<file path="src/rtl/gecko_shift_sequencer_pkg.sv">
// Shared types for the gecko multi-cycle shift sequencer: operand and amount
// aliases, the RV32I shift type encoding, sequencer states, the latched
// request record and a helper that finds the lowest set bit of an amount.
package gecko_shift_sequencer_pkg;

   typedef logic [31:0] rv32_reg_value_t;
   typedef logic [4:0]  gecko_shift_amount_t;

   typedef enum logic [1:0] {
      GECKO_SHIFT_LL    = 2'd0,
      GECKO_SHIFT_RL    = 2'd1,
      GECKO_SHIFT_RA    = 2'd2,
      GECKO_SHIFT_UNDEF = 2'd3
   } gecko_shift_type_t;

   typedef enum logic [1:0] {
      IDLE  = 2'd0,
      SHIFT = 2'd1,
      DONE  = 2'd2
   } gecko_shift_seq_state_t;

   typedef struct packed {
      rv32_reg_value_t     value;
      gecko_shift_amount_t amount;
      gecko_shift_type_t   shift_type;
   } gecko_shift_request_t;

   localparam int unsigned STRIDE_INDEX_W = 3;

   // Index of the lowest set bit; zero when no bit is set (callers gate on |bits).
   function automatic logic [STRIDE_INDEX_W-1:0] lowest_set_index(input gecko_shift_amount_t bits);
      logic [STRIDE_INDEX_W-1:0] idx;
      idx = '0;
      for (int i = 4; i >= 0; i--) begin
         if (bits[i]) begin
            idx = STRIDE_INDEX_W'(i);
         end
      end
      return idx;
   endfunction

endpackage

</file>
<file path="src/rtl/gecko_shift_sequencer_stage.sv">
// Single-stride shift step: shifts the operand by 2^stride_index in the
// requested direction. Arithmetic right shifts fill with the captured sign bit.
module gecko_shift_stage
   import gecko_shift_sequencer_pkg::*;
(
   input  rv32_reg_value_t               in_value,
   input  logic [STRIDE_INDEX_W-1:0]     stride_index,
   input  gecko_shift_type_t             shift_type,
   input  logic                          fill_bit,
   output rv32_reg_value_t               out_value
);

   logic [4:0]  distance;
   logic [32:0] extended;

   // One power-of-two shift; the undefined type behaves as a left shift.
   always_comb begin
      distance  = 5'd1 << stride_index;
      extended  = {fill_bit, in_value};
      out_value = in_value << distance;
      case (shift_type)
         GECKO_SHIFT_RL: out_value = in_value >> distance;
         GECKO_SHIFT_RA: out_value = 32'($signed(extended) >>> distance);
         default:        out_value = in_value << distance;
      endcase
   end

endmodule

</file>
<file path="src/rtl/gecko_shift_sequencer.sv">
// Multi-cycle shift controller: accepts a shift request, applies it as a
// sequence of power-of-two stride steps (STEPS_PER_CYCLE per cycle, 1 or 2)
// and presents the result on a valid/ready handshake.
module gecko_shift_sequencer
   import gecko_shift_sequencer_pkg::*;
#(
   parameter int unsigned STEPS_PER_CYCLE = 1
)(
   input  logic                clk,
   input  logic                rst,
   input  logic                flush,
   input  logic                cmd_valid,
   output logic                cmd_ready,
   input  rv32_reg_value_t     cmd_value,
   input  gecko_shift_amount_t cmd_amount,
   input  gecko_shift_type_t   cmd_type,
   output logic                result_valid,
   input  logic                result_ready,
   output rv32_reg_value_t     result_value,
   output logic                busy
);

   gecko_shift_seq_state_t state_q, state_d;
   gecko_shift_request_t   req_q, req_d;
   logic                   fill_q, fill_d;
   rv32_reg_value_t        result_q, result_d;

   logic [STEPS_PER_CYCLE-1:0]                     step_valid;
   logic [STEPS_PER_CYCLE-1:0][STRIDE_INDEX_W-1:0] step_index;
   gecko_shift_amount_t                            remaining_after;
   rv32_reg_value_t                                shifted_value;
   logic                                           accept;

   // Pick the lowest set bits of the remaining amount for this cycle's steps.
   always_comb begin : step_select
      gecko_shift_amount_t rem;
      rem        = req_q.amount;
      step_valid = '0;
      step_index = '0;
      for (int k = 0; k < int'(STEPS_PER_CYCLE); k++) begin
         step_valid[k] = |rem;
         step_index[k] = lowest_set_index(rem);
         rem           = rem & (rem - 5'd1);
      end
      remaining_after = rem;
   end

   for (genvar k = 0; k < int'(STEPS_PER_CYCLE); k++) begin : g_step
      rv32_reg_value_t stage_in;
      rv32_reg_value_t stage_out;
      rv32_reg_value_t stage_res;

      if (k == 0) begin : g_first
         assign stage_in = req_q.value;
      end else begin : g_next
         assign stage_in = g_step[k-1].stage_res;
      end

      gecko_shift_stage u_stage (
         .in_value     (stage_in),
         .stride_index (step_index[k]),
         .shift_type   (req_q.shift_type),
         .fill_bit     (fill_q),
         .out_value    (stage_out)
      );

      assign stage_res = step_valid[k] ? stage_out : stage_in;
   end

   assign shifted_value = g_step[STEPS_PER_CYCLE-1].stage_res;

   assign cmd_ready    = (state_q == IDLE) && !flush;
   assign accept       = cmd_valid && cmd_ready;
   assign result_valid = (state_q == DONE);
   assign result_value = result_q;
   assign busy         = (state_q != IDLE);

   // Next-state logic: accept in IDLE, step in SHIFT, hand off in DONE; flush wins.
   always_comb begin
      state_d  = state_q;
      req_d    = req_q;
      fill_d   = fill_q;
      result_d = result_q;
      case (state_q)
         IDLE: begin
            if (accept) begin
               req_d.value      = cmd_value;
               req_d.amount     = cmd_amount;
               req_d.shift_type = cmd_type;
               fill_d           = cmd_value[31];
               if (cmd_amount == '0) begin
                  result_d = cmd_value;
                  state_d  = DONE;
               end else begin
                  state_d = SHIFT;
               end
            end
         end
         SHIFT: begin
            req_d.value  = shifted_value;
            req_d.amount = remaining_after;
            if (remaining_after == '0) begin
               result_d = shifted_value;
               state_d  = DONE;
            end
         end
         DONE: begin
            if (result_ready) begin
               state_d = IDLE;
            end
         end
         default: state_d = IDLE;
      endcase
      if (flush) begin
         state_d      = IDLE;
         req_d.amount = '0;
         result_d     = result_q;
      end
   end

   // State and datapath registers with asynchronous reset.
   always_ff @(posedge clk or posedge rst) begin
      if (rst) begin
         state_q  <= IDLE;
         req_q    <= '0;
         fill_q   <= 1'b0;
         result_q <= '0;
      end else begin
         state_q  <= state_d;
         req_q    <= req_d;
         fill_q   <= fill_d;
         result_q <= result_d;
      end
   end

endmodule

</file>
<file path="config.mk">
export PLATFORM = sky130hd
export DESIGN_NAME = gecko_shift_sequencer
export DESIGN_NICKNAME = d
export VERILOG_FILES = /design/src/rtl/gecko_shift_sequencer_pkg.sv /design/src/rtl/gecko_shift_sequencer_stage.sv /design/src/rtl/gecko_shift_sequencer.sv
export SDC_FILE = /design/constraint.sdc
export NUM_CORES = 1
export LEC_CHECK = 0
export ABC_AREA = 1
export CORE_MARGIN = 4
export CORE_UTILIZATION = 40
export CTS_CLUSTER_SIZE = 16
export DETAILED_ROUTE_END_ITERATION = 12
export PLACE_DENSITY = 0.63
export SLEW_MARGIN = 40
export SYNTH_ARGS = -nofsm -noshare
export SYNTH_HDL_FRONTEND = slang
export SYNTH_SLANG_ARGS = --single-unit
</file>
<file path="constraint.sdc">
create_clock -name clk -period 4.4 [get_ports clk]
set_input_delay 0.66 -clock clk [delete_from_list [all_inputs] [get_ports clk]]
set_output_delay 0.66 -clock clk [all_outputs]
set_load 0.03 [all_outputs]
</file>
==> results of run 1 <==
[sequential cells by signal (all words and copies together), names as in the netlist]
| signal | count |
|---|---|
| g_step.stage_in | 32 |
| result_value | 32 |
| req_q | 7 |
| state_q | 2 |
| fill_q | 1 |
[through the flow]
step / hold WS, ns / area (sq um)
floorplan: 0.5099 / 7317
global placement: 0.4640 / 8157
detailed placement: 0.4642 / 8168
CTS: 0.4856 / 8469
global route: 0.4965 / 8472
finish: 0.4808 / 8472
[critical path, stage by stage (launching register included)]
cell and delay (ns):
dfrtp_1 0.52, nor2_4 0.09, nand3_2 0.08, buf_4 0.58
nand2_1 0.32, inv_1 0.69, nand3_1 0.25, nand3_1 0.22
nand2_1 0.09, nand2_1 0.07, nand2_1 0.07, nand2_1 0.08
[Yosys cell counts (all sizes together), types with 2 or more instances]
master	number	area (sq um)
ha	2	25.02
nand2	484	1819
clkinv	4	15.01
a21oi	52	267.8
nor2	68	290.3
inv	98	367.8
o21ai	39	195.2
dfrtp	74	1852
a31oi	4	25.02
nor3	2	10.01
nand4	33	206.5
o31ai	3	22.52
buf	39	219.0
o211ai	31	232.7
nand3b	5	37.54
clkbuf	40	150.1
nand3	302	1546
[report_power, final]
part           leakage [nW]  internal, mW  switching [mW]
Sequential            0.919         0.991           0.238
Combinational          3.22          1.48            3.27
Clock                 0.144         0.445           0.314
Total                  4.28          2.91            3.83
[routing by layer]
layer	share of wire, %	up-vias
li1	-	4317
met5	0	-
met1	45	4206
met3	10	65
met2	42	491
met4	2.4	0
[kinds of logic (layout without fill, tap and decap cells)]
kind of cell               count (synthesis)  count (layout)  synth area share, %
DFF                                       74              74                25.31
AOI/OAI and AO/OA                        133             133                10.64
and+or+nand+nor                          894             894                53.44
buffers and inverters                    181             213                10.28
adders and majority gates                  2               2               0.3419
[cell type report]
type	count	area share (%)
clock buffers	10	2.703
inverters	102	4.667
multi-input cells	1029	55.81
well taps	229	3.382
repair buffers	95	10.72
flip-flops and latches	74	21.86
clock inverters	6	0.8566
[path summary, 6_finish.rpt]
check / cells past startpoint / slack [ns] / to
min in group asynchronous: 2 / 0.68 / result_value[27]
setup reg to reg: 11 / 1.25 / result_value[22]
max in group asynchronous: 3 / 2.96 / req_q[4]
hold / removal: 2 / 0.48 / result_value[24]
setup / recovery: 11 / 1.25 / result_value[22]
hold reg to reg: 2 / 0.48 / result_value[24]
==> run summary, run 1 <==
Hold Fails Final Rpt - 0
Core area - 0.01796 sq mm
Crit path kind - reg2reg
DRC violations left - 0
Yosys reg bits - 74
Register area - 0.001852 sq mm
Routed wire length per instance - 19.13 um
Crit end category - flip-flop
Worst slew pin tran - 0.8276 ns
IO buf count - 78
Hold Buf Count CTS - 0
Synthesis-to-layout area growth - 15.78%
Rel. slew slack - 44.49%
Layout fillers - 1,945
Worst-path clk slew - 0.06 ns
Met3 GRT Util - 5.961%
Fmax - 317.4 MHz
Layout cells sized above 1 - 4.559%
Placer Congestion - 1.046
Post-CTS setup buffers - 0
Final Max Slew Viols - 0
CTS tree - done
FF-to-FF Start - req_q[2]
Place WS - 1.414 ns
Yosys cell types - 31
Cell Count Post-Placement - 1,529
FP Rows - 49
Ys Warns - 0
Clk sinks - 74
Synthesized area - 0.007317 sq mm
Power, Total - 6.740 mW
Outcome - complete, no violations
Net Count, Synth - 1,330
Max_cap viols - 0
Starting Density - 40.73%
Post-DP HPWL - 21,710 um
Post-CTS sizing - 0
Die height - 143.3 um
Multi-input logic area - 0.004728 sq mm
Most frequent cells in the layout - 483 x nand2_1, 295 x nand3_1, 88 x inv_1
Skew final - 0.008116 ns
Commonest non-fill, non-tap cell in the layout - nand2_1
Critical Path RT - 4.69 ns
Final WL - 29,550 um
GRT overflow - 0
Inserted Diodes - 0
Final Non-Filler Cells - 1,545
Largest net degree at the start of global routing - 66
GRT met1 Usage - 43.25%
Worst hold-check path type - reg2reg
Clk_lat worst skew - 0.35 ns
Post-synth ARST share - 100.0%
Setup crit start - req_q[2]
Met2 usage - 42.11%
Post-route clock period utilization - 71.61%
Number of H-tree levels - 3
Final ANT Viol Nets - 0
Mapped Avg Cell Area - 5.699 sq um
Pleak - 4.283 nW
Clock buffer depth - 2
DIE AREA - 0.02052 sq mm
RSZ-0062 raised after global routing - false
First drt pass iteration count - 6
Util after Layout - 47.16%
Worst-path maximum fanout - 59
CTS Root Cell - clkbuf_16
Via count - 9,079
I/O pins - 79
Final setup margin - 1.249 ns
Vias in the first global route - 8,416
Peak supply drop - 0.3908 mV
CP startpoint kind - flip-flop
Hold path start - result_value[24]
Power density over the cells - 795.5 mW/mm^2
Die X - 143.3 um
EDFF count, synth - 0
GRT Util Overall - 28.97%
Nets - 1,357
Fin crit period - 3.151 ns
Sequential-to-total area share from yosys stat - 25.31%
Synth Instances - 1,284
First-pass GRT wire length - 47,060 um
Main synth FF type - dfrtp_1
Fin Setup TNS - 0 ns
GRT Max-Usage Layer - met1
Initial antenna violation count - 0
Vias/cell - 5.876
Iter 0 DRT Violations - 1,094
WP data arrival - 3.44 ns
Total CTS buffers - 9
Setup Viol. Count Final - 0
Note: power is estimated with default switching activity, not from simulation.
==> run 2: changes to the inputs <==
Settings changed: PLACE_DENSITY 0.63 to 0.65.
Clock period 4.4 ns to 2.5 ns, I/O delays scaled along.
==> run summary, run 2 (same netlist as run 1, synthesis figures left out) <==
Outcome - complete, but fails checks
Failing checks - setup timing
Hold Fails Final Rpt - 0
Crit path buffers/inverters - 3
Setup Viol. Count Final - 2
Clk sinks - 74
Clock buffer depth - 2
Place WS - 0.004285 ns
Crit path cell chain - nor2_4 -> nor2_2 -> nor2_4 -> buf_12 -> nand2_8 -> clkbuf_16 -> buf_12 -> nand2_1 -> nand2_1 -> nand3_1 -> nand3_1 -> nand3_1 -> nand4_1 -> nand2_2 -> nand2_2 -> nand2_1 -> nand2_1
Net switching power - 7.754 mW
Routed wire length per instance - 20.89 um
Final WL - 34,390 um
DRC violations left - 0
WP data arrival - 2.75 ns
Peak supply drop - 0.7876 mV
Vias/cell - 5.832
GRT Util Overall - 31.90%
Switching Fraction - 54.39%
CP startpoint kind - flip-flop
Layout cells sized above 1 - 20.54%
Power density over the cells - 1398 mW/mm^2
Post-DP HPWL - 25,330 um
Skew final - 0.01229 ns
Worst-path clk slew - 0.07 ns
Power, Total - 14.26 mW
Most frequent cells in the layout - 434 x nand2_1, 231 x nand3_1, 89 x inv_1
First drt pass iteration count - 5
Register area - 0.001853 sq mm
Worst slew pin tran - 0.4988 ns
Final ANT Viol Nets - 0
Largest net degree at the start of global routing - 57
Post-route clock period utilization - 100.2%
Most used cell along the critical path - nand2_1
Final setup margin - -0.005572 ns
Placer Congestion - 1.005
FP Rows - 49
RSZ-0062 raised after global routing - true
Util after Layout - 56.75%
Rel. slew slack - 66.49%
Crit path kind - reg2reg
Max_cap viols - 0
Critical Path RT - 2.74 ns
CTS Root Cell - clkbuf_16
IO buf count - 78
Final Max Slew Viols - 0
Cell Count Post-Placement - 1,612
Inserted Diodes - 0
Die height - 143.3 um
Iter 0 DRT Violations - 1,022
Via count - 9,599
Synthesis-to-layout area growth - 39.31%
Critical path's largest stage delay - 0.41 ns
Seq pwr share - 15.2%
I/O pins - 79
First-pass GRT wire length - 50,740 um
Total CTS buffers - 9
Fin crit period - 2.506 ns
Worst hold-check path type - in2async
Multi-input logic area - 0.005278 sq mm
Number of H-tree levels - 3
P_int - 6.502 mW
Layout fillers - 1,823
CTS tree - done
GRT overflow - 0
Clk pwr share - 10.5%
Pleak - 5.107 nW
Nets - 1,458
Final Non-Filler Cells - 1,646
Commonest non-fill, non-tap cell in the layout - nand2_1
Crit end category - flip-flop
Worst-path maximum fanout - 6
Fmax - 399.1 MHz
Slowest-stage cell, CP - dfrtp_1
Vias in the first global route - 8,675
DIE AREA - 0.02052 sq mm
Clk_lat worst skew - 0.35 ns
Crit path max-delay family - simple AND/OR/NAND/NOR gates
Starting Density - 40.73%
Die X - 143.3 um
Combinational share of power - 74.3%
Initial antenna violation count - 0
Core area - 0.01796 sq mm
==> run 2: cell types whose count changed in the layout (fill, tap and decap cells not counted), moves of 24 or more <==
cell	before	now
buf_12	0	24
buf_4	17	86
nand2_1	483	434
nand2_2	1	48
nand3_1	295	231
nand3_2	7	68
==> run 2: power by group through the flow <==
stage	clock (mW)	sequential [mW]	combinational, mW
floorplan	0	2.54	5.27
global placement	0	2.14	9.31
detailed placement	0	2.14	9.29
CTS	1.51	2.13	9.34
global route	1.56	2.24	11.4
finish	1.49	2.17	10.6
==> run 2: layout make-up <==
type	count	area share, %
Tap cell	229	2.811
Clock buffer	10	2.344
Timing Repair Buffer	196	20.20
Multi-Input combinational cell	1029	51.77
Clock inverter	6	0.9329
Inverter	102	3.756
Sequential cell	74	18.18
==> run 2: routing by layer <==
metal	track usage (%)	vias up	routed length [um]
li1	-	4529	-
met1	48.91	4517	15650
met2	46.98	477	14790
met3	4.186	76	2911
met4	8.474	0	1043
met5	0	-	0
==> run 2: stage by stage <==
stage               setup TNS (ns)  instance area (sq um)  hold slack [ns]
floorplan                        0                   7317           0.4960
global placement          -0.01563                   9054           0.4596
detailed placement               0                   9054           0.4641
CTS                              0                   9388           0.3837
global route                -1.700                  10190           0.4083
finish                   -0.006553                  10190           0.3739
==> run 2: worst paths after layout <==
| kind | startpoint | endpoint | slack, ns | cells after the start |
|---|---|---|---|---|
| setup / recovery | req_q[4] | result_value[29] | -0.006 | 17 |
| hold / removal | rst | result_value[25] | 0.37 | 2 |
| setup reg to reg | req_q[4] | result_value[29] | -0.006 | 17 |
| hold reg to reg | result_value[12] | result_value[12] | 0.48 | 2 |
| max in group asynchronous | rst | req_q[2] | 1.55 | 3 |
| min in group clk | result_value[12] | result_value[12] | 0.48 | 2 |
==> run 2: repair_timing <==
item | 4_1_cts | 5_1_grt
pin swaps | 0 | 32
gates resized for setup | 1 | 151
gates cloned | 0 | 5
buffers inserted | 0 | 13
hold endpoints to repair | 0 | 0
endpoints found under the setup margin | 1 | 52
hold buffers | 0 | 0
==> run 3: changes to the inputs <==
Settings changed: CORE_UTILIZATION 40 to 35, PLACE_DENSITY 0.65 to 0.59.
==> run summary, run 3 (same netlist as run 1, synthesis figures left out) <==
Peak supply drop - 0.6238 mV
Final ANT Viol Nets - 0
Vias in the first global route - 8,582
Via count - 9,565
Initial antenna violation count - 0
Critical Path RT - 2.74 ns
First-pass GRT wire length - 52,650 um
IO buf count - 78
Skew final - 0.006200 ns
Most used cell along the critical path - nand2_1
WP data arrival - 2.77 ns
Final instance area - 0.009829 sq mm
Fmax - 395.0 MHz
CTS Root Cell - clkbuf_16
Fin crit period - 2.532 ns
Max_cap viols - 0
Util after Layout - 48.11%
Post-route clock period utilization - 101.3%
Most frequent cells in the layout - 452 x nand2_1, 251 x nand3_1, 90 x inv_1
Total CTS buffers - 9
Largest net degree at the start of global routing - 61
Crit end category - flip-flop
Worst-path clk slew - 0.06 ns
Crit path buffers/inverters - 1
I/O pins - 79
Critical path's largest stage delay - 0.44 ns
Post-DP Area - 0.008994 sq mm
RSZ-0062 raised after global routing - true
Hold Buf Count CTS - 0
Post-DP HPWL - 25,790 um
Clk_lat worst skew - 0.35 ns
Final setup margin - -0.03188 ns
DIE AREA - 0.02328 sq mm
GRT overflow - 0
Routed wire length per instance - 21.36 um
Final Non-Filler Cells - 1,666
Vias/cell - 5.741
Worst slew pin tran - 0.4762 ns
Core area - 0.02043 sq mm
Outcome - complete, but fails checks
Crit path cell chain - nor2_4 -> nand3_4 -> nand2_4 -> buf_12 -> nand2_1 -> o21ai_1 -> nand2_1 -> nand3_1 -> o21ai_0 -> a21oi_1 -> nand3_2 -> nand2_1 -> nand2_1 -> nand2_1 -> nand2_1
Cell Count Post-Placement - 1,638
First drt pass iteration count - 6
Place WS - -0.01687 ns
FP Rows - 52
Nets - 1,437
DRC violations left - 0
Die X - 152.6 um
Layout cells sized above 1 - 16.19%
Worst-path maximum fanout - 17
Setup Viol. Count Final - 2
Synthesis-to-layout area growth - 34.34%
Commonest non-fill, non-tap cell in the layout - nand2_1
Number of H-tree levels - 3
Crit path kind - reg2reg
GRT Util Overall - 28.36%
Clk sinks - 74
Inserted Diodes - 0
Crit path max-delay family - simple AND/OR/NAND/NOR gates
Power, Total - 13.59 mW
CTS tree - done
Hold Fails Final Rpt - 0
Worst hold-check path type - in2async
Starting Density - 35.82%
Clock buffer depth - 2
Final Max Slew Viols - 0
Pleak - 4.937 nW
Failing checks - setup timing
Rel. slew slack - 67.91%
Die height - 152.6 um
Final WL - 35,580 um
Iter 0 DRT Violations - 1,160
Power density over the cells - 1383 mW/mm^2
Placer Congestion - 0.9773
CP startpoint kind - flip-flop
Slowest-stage cell, CP - dfrtp_1
-- run 3: timing repair --
item                       in CTS  in global routing
setup buffers                   0                  7
gates resized for setup         3                 96
cloned                          1                  4
setup endpoints to repair       3                 51
pin swaps                       0                 25
-- run 3: worst paths after layout --
| kind | from | to | slack, ns | cells after the start |
|---|---|---|---|---|
| min in group clk | result_value[14] | result_value[14] | 0.49 | 2 |
| worst max register to register | req_q[3] | result_value[12] | -0.03 | 15 |
| worst min-delay path | rst | state_q[0] | 0.31 | 2 |
| worst max-delay path | req_q[3] | result_value[12] | -0.03 | 15 |
| max in group asynchronous | rst | g_step[0].stage_in[11] | 1.65 | 3 |
| worst min register to register | result_value[14] | result_value[14] | 0.49 | 2 |
-- run 3: power by group --
part	switching (mW)	total, mW	leakage, nW	internal (mW)
Combinational	6.59	10.1	3.89	3.54
Clock	0.589	1.27	0.134	0.681
Sequential	0.453	2.20	0.918	1.74
-- run 3: metal layers --
layer | wire length [um] | global-route usage [%] | up-vias
li1 | - | - | 4480
met1 | 16250 | 43.58 | 4442
met2 | 15350 | 43.35 | 578
met3 | 3110 | 2.755 | 65
met4 | 876 | 5.431 | 0
met5 | 0 | 0 | -
-- run 3: through the flow --
stage               setup TNS (ns)  hold slack [ns]
floorplan                        0           0.4960
global placement           -0.1064           0.4631
detailed placement        -0.02741           0.4639
CTS                              0           0.3200
global route                -1.747           0.3488
finish                    -0.04964           0.3146
-- run 3: area by class of cell --
class                   instances  area (sq um)
repair buffers                175          1869
clock inverters                 7         53.80
well taps                     270         337.8
multi-input cells            1029          5106
clock buffers                   9         225.2
flip-flops and latches         74          1853
fillers                      2186         10600
inverters                     102         384.1
